===== config.mk =====
export PLATFORM = sky130hd
export DESIGN_NAME = alu_op_sequencer
export DESIGN_NICKNAME = d
export VERILOG_FILES = /design/src/rtl/alu_op_sequencer.sv
export SDC_FILE = /design/constraint.sdc
export NUM_CORES = 1
export LEC_CHECK = 0
export CAP_MARGIN = 20
export CELL_PAD_IN_SITES_DETAIL_PLACEMENT = 0
export CELL_PAD_IN_SITES_GLOBAL_PLACEMENT = 2
export CORE_MARGIN = 4
export CORE_UTILIZATION = 24
export CTS_BUF_LIST = sky130_fd_sc_hd__clkbuf_16
export DETAILED_ROUTE_END_ITERATION = 6
export PLACE_DENSITY_LB_ADDON = 0.08
export SLEW_MARGIN = 20
export SYNTH_ARGS = -nofsm -noshare
export SYNTH_HDL_FRONTEND = slang
export SYNTH_SLANG_ARGS = --single-unit
export TNS_END_PERCENT = 20

===== constraint.sdc =====
create_clock -name clk -period 1.9 [get_ports clk]
set_clock_uncertainty 0.1 [all_clocks]
set_input_delay 0.19 -clock clk [delete_from_list [all_inputs] [get_ports clk]]
set_output_delay 0.19 -clock clk [all_outputs]
set_load 0.005 [all_outputs]

===== src/rtl/alu_op_sequencer.sv =====
`default_nettype none
// ============================================================================
// Module  : alu_op_sequencer
// Brief   : Initiator for a combinational 8-bit ALU. Takes one command at a
//           time over a valid/ready port, holds the operands on the ALU for a
//           fixed settle time, captures result and qualified carry, and returns
//           them over a valid/ready response port. Counts completed responses
//           with a saturating counter.
// Revision: 1.0 - initial release
// ============================================================================
module alu_op_sequencer #(
  parameter int WIDTH         = 8,
  parameter int SETTLE_CYCLES = 1,
  parameter int CNT_WIDTH     = 16
) (
  input  logic                 clk,
  input  logic                 rst_n,
  input  logic                 cmd_valid,
  output logic                 cmd_ready,
  input  logic [WIDTH-1:0]     cmd_a,
  input  logic [WIDTH-1:0]     cmd_b,
  input  logic [1:0]           cmd_op,
  output logic [WIDTH-1:0]     alu_op_a,
  output logic [WIDTH-1:0]     alu_op_b,
  output logic [1:0]           alu_op_code,
  input  logic [WIDTH-1:0]     alu_out,
  input  logic                 alu_carry,
  output logic                 res_valid,
  input  logic                 res_ready,
  output logic [WIDTH-1:0]     res_data,
  output logic                 res_carry,
  output logic [1:0]           res_op,
  output logic                 busy,
  output logic [CNT_WIDTH-1:0] op_count
);

  // Settle counter only needs to reach SETTLE_CYCLES-1.
  localparam int SCW = (SETTLE_CYCLES > 1) ? $clog2(SETTLE_CYCLES) : 1;
  localparam logic [SCW-1:0] C_SETTLE_LAST = SCW'(SETTLE_CYCLES - 1);
  localparam logic [CNT_WIDTH-1:0] C_CNT_MAX = {CNT_WIDTH{1'b1}};

  typedef enum logic [1:0] {
    S_IDLE  = 2'd0,
    S_DRIVE = 2'd1,
    S_RESP  = 2'd2
  } state_t;

  state_t               state_q, state_d;
  logic [SCW-1:0]       settle_q, settle_d;
  logic [WIDTH-1:0]     alu_a_q, alu_a_d;
  logic [WIDTH-1:0]     alu_b_q, alu_b_d;
  logic [1:0]           alu_code_q, alu_code_d;
  logic [WIDTH-1:0]     res_data_q, res_data_d;
  logic                 res_carry_q, res_carry_d;
  logic [1:0]           res_op_q, res_op_d;
  logic [CNT_WIDTH-1:0] op_count_q, op_count_d;

  // State and datapath registers; reset wins over everything.
  always_ff @(posedge clk) begin
    if (!rst_n) begin
      state_q     <= S_IDLE;
      settle_q    <= '0;
      alu_a_q     <= '0;
      alu_b_q     <= '0;
      alu_code_q  <= 2'b00;
      res_data_q  <= '0;
      res_carry_q <= 1'b0;
      res_op_q    <= 2'b00;
      op_count_q  <= '0;
    end else begin
      state_q     <= state_d;
      settle_q    <= settle_d;
      alu_a_q     <= alu_a_d;
      alu_b_q     <= alu_b_d;
      alu_code_q  <= alu_code_d;
      res_data_q  <= res_data_d;
      res_carry_q <= res_carry_d;
      res_op_q    <= res_op_d;
      op_count_q  <= op_count_d;
    end
  end

  // Next-state and datapath updates for the IDLE -> DRIVE -> RESP loop.
  always_comb begin
    state_d     = state_q;
    settle_d    = settle_q;
    alu_a_d     = alu_a_q;
    alu_b_d     = alu_b_q;
    alu_code_d  = alu_code_q;
    res_data_d  = res_data_q;
    res_carry_d = res_carry_q;
    res_op_d    = res_op_q;
    op_count_d  = op_count_q;
    case (state_q)
      S_IDLE: begin
        if (cmd_valid) begin
          // Operand B is registered even for TWO; the ALU just ignores it.
          alu_a_d    = cmd_a;
          alu_b_d    = cmd_b;
          alu_code_d = cmd_op;
          settle_d   = '0;
          state_d    = S_DRIVE;
        end
      end
      S_DRIVE: begin
        settle_d = settle_q + SCW'(1);
        if (settle_q == C_SETTLE_LAST) begin
          res_data_d  = alu_out;
          res_op_d    = alu_code_q;
          // Only ADD (00) and TWO (10) carry meaning; SUB/XOR report none.
          res_carry_d = alu_carry & ~alu_code_q[0];
          state_d     = S_RESP;
        end
      end
      S_RESP: begin
        if (res_ready) begin
          if (op_count_q != C_CNT_MAX) begin
            op_count_d = op_count_q + CNT_WIDTH'(1);
          end
          state_d = S_IDLE;
        end
      end
      default: state_d = S_IDLE;
    endcase
  end

  assign cmd_ready   = (state_q == S_IDLE);
  assign res_valid   = (state_q == S_RESP);
  assign busy        = (state_q != S_IDLE);
  assign alu_op_a    = alu_a_q;
  assign alu_op_b    = alu_b_q;
  assign alu_op_code = alu_code_q;
  assign res_data    = res_data_q;
  assign res_carry   = res_carry_q;
  assign res_op      = res_op_q;
  assign op_count    = op_count_q;

endmodule
`default_nettype wire


# Word-level counts from Yosys, hierarchy flattened
# Index checks and enable logic that the tools add are counted.
# op_classes
n_reduce_logical,8
add_sub_neg,2
bitwise_logic,3
muxes,6
eq_ne,6
# ops
op,count
"adder 16 x 1 -> 16 bit, second input constant",1
"inequality test 16 bit, second input constant",1
two-way mux 2 bit,3
case mux 2 bit (3 select lines),1
AND reduction 2 bit,3
AND reduction 3 bit,2
"inequality test 2 bit, second input constant",2
nonzero test 2 bit,2
"== test 2 x 1 -> 1 bit, second input constant",1
"== test 2 bit, second input constant",1
logical NOT 2 bit,1
"inequality test 2 x 1 -> 1 bit, second input constant",1
inverter 1 bit,2
case mux 1 bit (2 select lines),1
"adder 1 bit, second input constant",1
bitwise AND 1 bit,1
two-way mux 1 bit,1
# word_totals
output_inout_bits,48
reg_bits,48
inputBits,31

# Logic depth before layout (Yosys ltp)
# depth
ltp_word,3
ltp_mapped,6

# Least setup slack after synthesis
# OpenSTA, ideal clock, no wires.
# synth_path
path_type,flip-flop to flip-flop
from,register op_count_q[0] (netlist: op_count[0])
to,register op_count_q[15] (netlist: op_count[15])
arrival_time_ns,1.493
setup_slack_ns,0.233
setup_time_ns,0.074
n_path_buf,0
required_ns,1.726
stages_incl_launch_ff,6
path_cell_list,dfxtp_1 > ha_1 > nand4_1 > or4_4 > and4_1 > nor3_2
# synth_via
elab_chain_cells,2
elab_cells_between_ends,3
cone_classes,add/sub (1); eq/ne (1); reduce/logical (1)
# synth_lines
element,line,rtl
"start, declared",56,"logic [CNT_WIDTH-1:0] op_count_q, op_count_d;"
"start signal, assigned",79,op_count_q <= op_count_d;
"parallel branches: the longest is 2 deep, another holds adder 16 x 1 -> 16 bit",n/a,
# Several ways; the timed one is not identified.
# A chain may end at the register's enable or synchronous reset.

# Final worst setup path
# layout_path
from,register state_q[0]
to,output cmd_ready
# layout_via
elab_chain_cells,1
# layout_lines
element,line,rtl
"start, declared",48,"state_t state_q, state_d;"
"start signal, assigned",71,state_q <= state_d;
logical NOT 2 bit,127,assign cmd_ready = (state_q == S_IDLE);
"end, declared",19,"output logic cmd_ready,"
# No other way between the ends.

==> flow_summary_export.csv <==
group,metric,value,unit
synth,yosysTopAreaCell,"dfxtp_1",
setup_path,cp_cell_sequence,"nor2_1 -> clkdlybuf4s50_1",
routing,viasPerCell,4.497,
placement,place_hpwl,4173,µm
sta,rsz0062_at_grt,"false",
grt,overflow,0,
placement,portBuffers,78,
grt,antenna_found_initial,0,
synth,synth_commonest_cells,"nand2_1 (69), dfxtp_1 (48), a21oi_1 (42)",
synth,synth_edf_count,0,
sta,slew_headroom,57.20,%
die,die_y,99.59,µm
synth,ys_seq_elements,48,
clock_tree,clk_latency,0.28,ns
clock_tree,cts_buffer_depth,2,
synth,synth.avg_cell_area,8.353,µm²
sta,timing.final.crit_share,91.91,%
cells_and_area,finalNetCount,365,
job,max_cap_viol_count,0,
clock_tree,cts_max_level,2,
clock_tree,cts_tree,"done",
power_and_ir_drop,p_per_area,699.9,nW/µm²
die,die_area,9917,µm²
synth,synth_top_area_share,47.73,%
synth,ys_types,38,
die,num_rows,33,
clock_tree,cts_root_buffer,"clkbuf_16",
setup_path,critPathCaptureType,"output port",
cells_and_area,area_delta_synth_final,57.61,%
setup_path,start_kind,"register",
grt,grt_pass1_vias,1981,
sta,max_slew.worst_pin.slew,0.6405,ns
setup_path,slowest_stage,"clkdlybuf4s50_1",
die,io_pins,79,
setup_path,crit_type,"register to output port",
clock_tree,path_clk_slew,0.06,ns
synth,synth_ff_type,"dfxtp_1",
placement,gp_congestion,0.7236,
synth,synth_nets,273,
status,outcome,"finished, final reports clean",
die,start_util,24.63,%
routing,final_antenna_net_count,0,
sta,max_freq,0.5726,GHz
synth,yosysSeqAreaShare,47.73,%
worst_hold_path,hp-class,"primary input to register",
sta,drv_slew,0,
die,die_w,99.59,µm
synth,synth_most_common_cell,"nand2_1",
clock_tree,numCtsBuffers,5,
setup_path,worst_path_largest_cell_delay,0.56,ns
power_and_ir_drop,vdd_ir_drop_max,263.7,µV
synth,synthCells,241,
synth,syn_area,2013,µm²
power_and_ir_drop,power.total,2221,µW
cells_and_area,fillers,872,
cells_and_area,drive_above_1_share,11.68,%
synth,yosys-top-cells-area,"dfxtp_1 (48%), nand2_1 (13%), a21oi_1 (10%)",
sta,setup_viol,0,
clock_tree,cts_num_sinks,48,
setup_path,worstPathMaxFanout,8,
power_and_ir_drop,p_leak,0.001173,µW
sta,tns,0,ns
routing,drcViolationCount,0,
setup_path,required,1.61,ns
cells_and_area,num_antenna_cells,0,
die,core_area,8175,µm²
grt,grt_max_degree,44,
routing,wl,5786,µm
setup_path,path_buf_inv,1,
routing,routed-via-count,1974,
grt,grt_pass1_wl,9625,µm
grt,grtUsageTotal,11.96,%
routing,drt_iter0_markers,55,
clock_tree,cts_setup_buffers,0,
sta,final_hold_viol_count,0,
synth,synthArstFlopShare,0,%
sta,period_minus_slack,1.746,ns
synth,yosys_warnings,0,
cells_and_area,seq_area,962.2,µm²
routing,dr.pass1.iters,4,
cells_and_area,multi_input_area,1001,µm²
setup_path,critical_path_arrival,1.46,ns
routing,avgRoutedWirePerCell,13.18,µm
setup_path,crit_family,"buffers and inverters",
through the flow:
stage / instances / hold WS [ns] / setup WS, ns / util [%] / cell area (µm²)
after CTS: 439 / 0.3412 / 0.03817 / 38.74 / 3167
after floorplan: 241 / 0.2260 / 0.2335 / - / 2013
after global placement: 431 / 0.3409 / 0.06740 / 37.04 / 3028
after detailed placement: 431 / 0.3466 / 0.02630 / 37.04 / 3028
final: 439 / 0.3458 / 0.1537 / 38.81 / 3173
after global routing: 439 / 0.3597 / 0.01705 / 38.81 / 3173
registers in the layout (all words and copies together), names as in the netlist:
name	count
alu_op_b	8
res_op	2
res_data	8
settle_q	1
state_q	2
alu_op_code	2
op_count	16
alu_op_a	8
res_carry	1
what timing repair did:
action                                  CTS  global route
hold buffers                              0             0
resized for setup                         0             2
endpoints found under the setup margin    0             2
report_power, final:
group	internal (µW)	leakage, µW	switching [µW]
clock	479	0.0000710	372
combinational	175	0.000711	119
sequential	1050	0.000391	27.5
layout by cell type, fill, tap and decap left out, types with 3 or more instances in the layout:
master,instances
a21oi_1,42
and3_1,3
buf_4,17
clkbuf_16,5
clkdlybuf4s50_1,78
dfxtp_1,47
mux2i_1,5
nand2_1,69
nand2b_1,5
nand3_1,3
nor2_1,4
nor3_1,5
o21ai_0,6
o31ai_1,4
or4_1,4
kinds of logic (layout without fill, tap and decap cells):
| kind of cell | count (synthesis) | count (layout) | share of synthesized area, % |
|---|---|---|---|
| simple gates | 120 | 120 | 32.63 |
| compound gates | 53 | 53 | 13.74 |
| flops | 48 | 48 | 47.73 |
| buf+inv | 14 | 107 | 2.797 |
| mux | 5 | 5 | 2.486 |
| fa+ha+maj | 1 | 1 | 0.6214 |
layer usage:
| metal | track usage (%) | vias up | wire [µm] |
|---|---|---|---|
| li1 | - | 1021 | - |
| met1 | 14.97 | 900 | 2599 |
| met2 | 19.63 | 46 | 2748 |
| met3 | 3.506 | 7 | 364 |
| met4 | 4.097 | 0 | 74 |
| met5 | 0 | - | 0 |
worst min-delay path: cells and delay by family:
family | cells | cell delay [ns]
AO/OA/AOI/OAI | 1 | 0.05
buffers and inverters | 1 | 0.39
AND/OR/NAND/NOR | 1 | 0.05
layout make-up:
cell class              count  area share (%)
clock inverters             3          0.4338
flip-flops and latches     48           30.32
well taps                 105           4.140
inverters                   3          0.3549
repair buffers             96           29.26
clock buffers               5           3.943
multi-input cells         179           31.55
final timing paths:
| path | slack, ns | cells past startpoint | to | start |
|---|---|---|---|---|
| setup / recovery | 0.15 | 2 | cmd_ready | state_q[0] |
| hold / removal | 0.35 | 3 | alu_op_b[6] | cmd_b[6] |
| setup reg to reg | 0.17 | 4 | op_count[2] | op_count[15] |
| hold reg to reg | 0.35 | 2 | alu_op_b[2] | alu_op_b[2] |
Note: power is estimated with default switching activity, not from simulation.
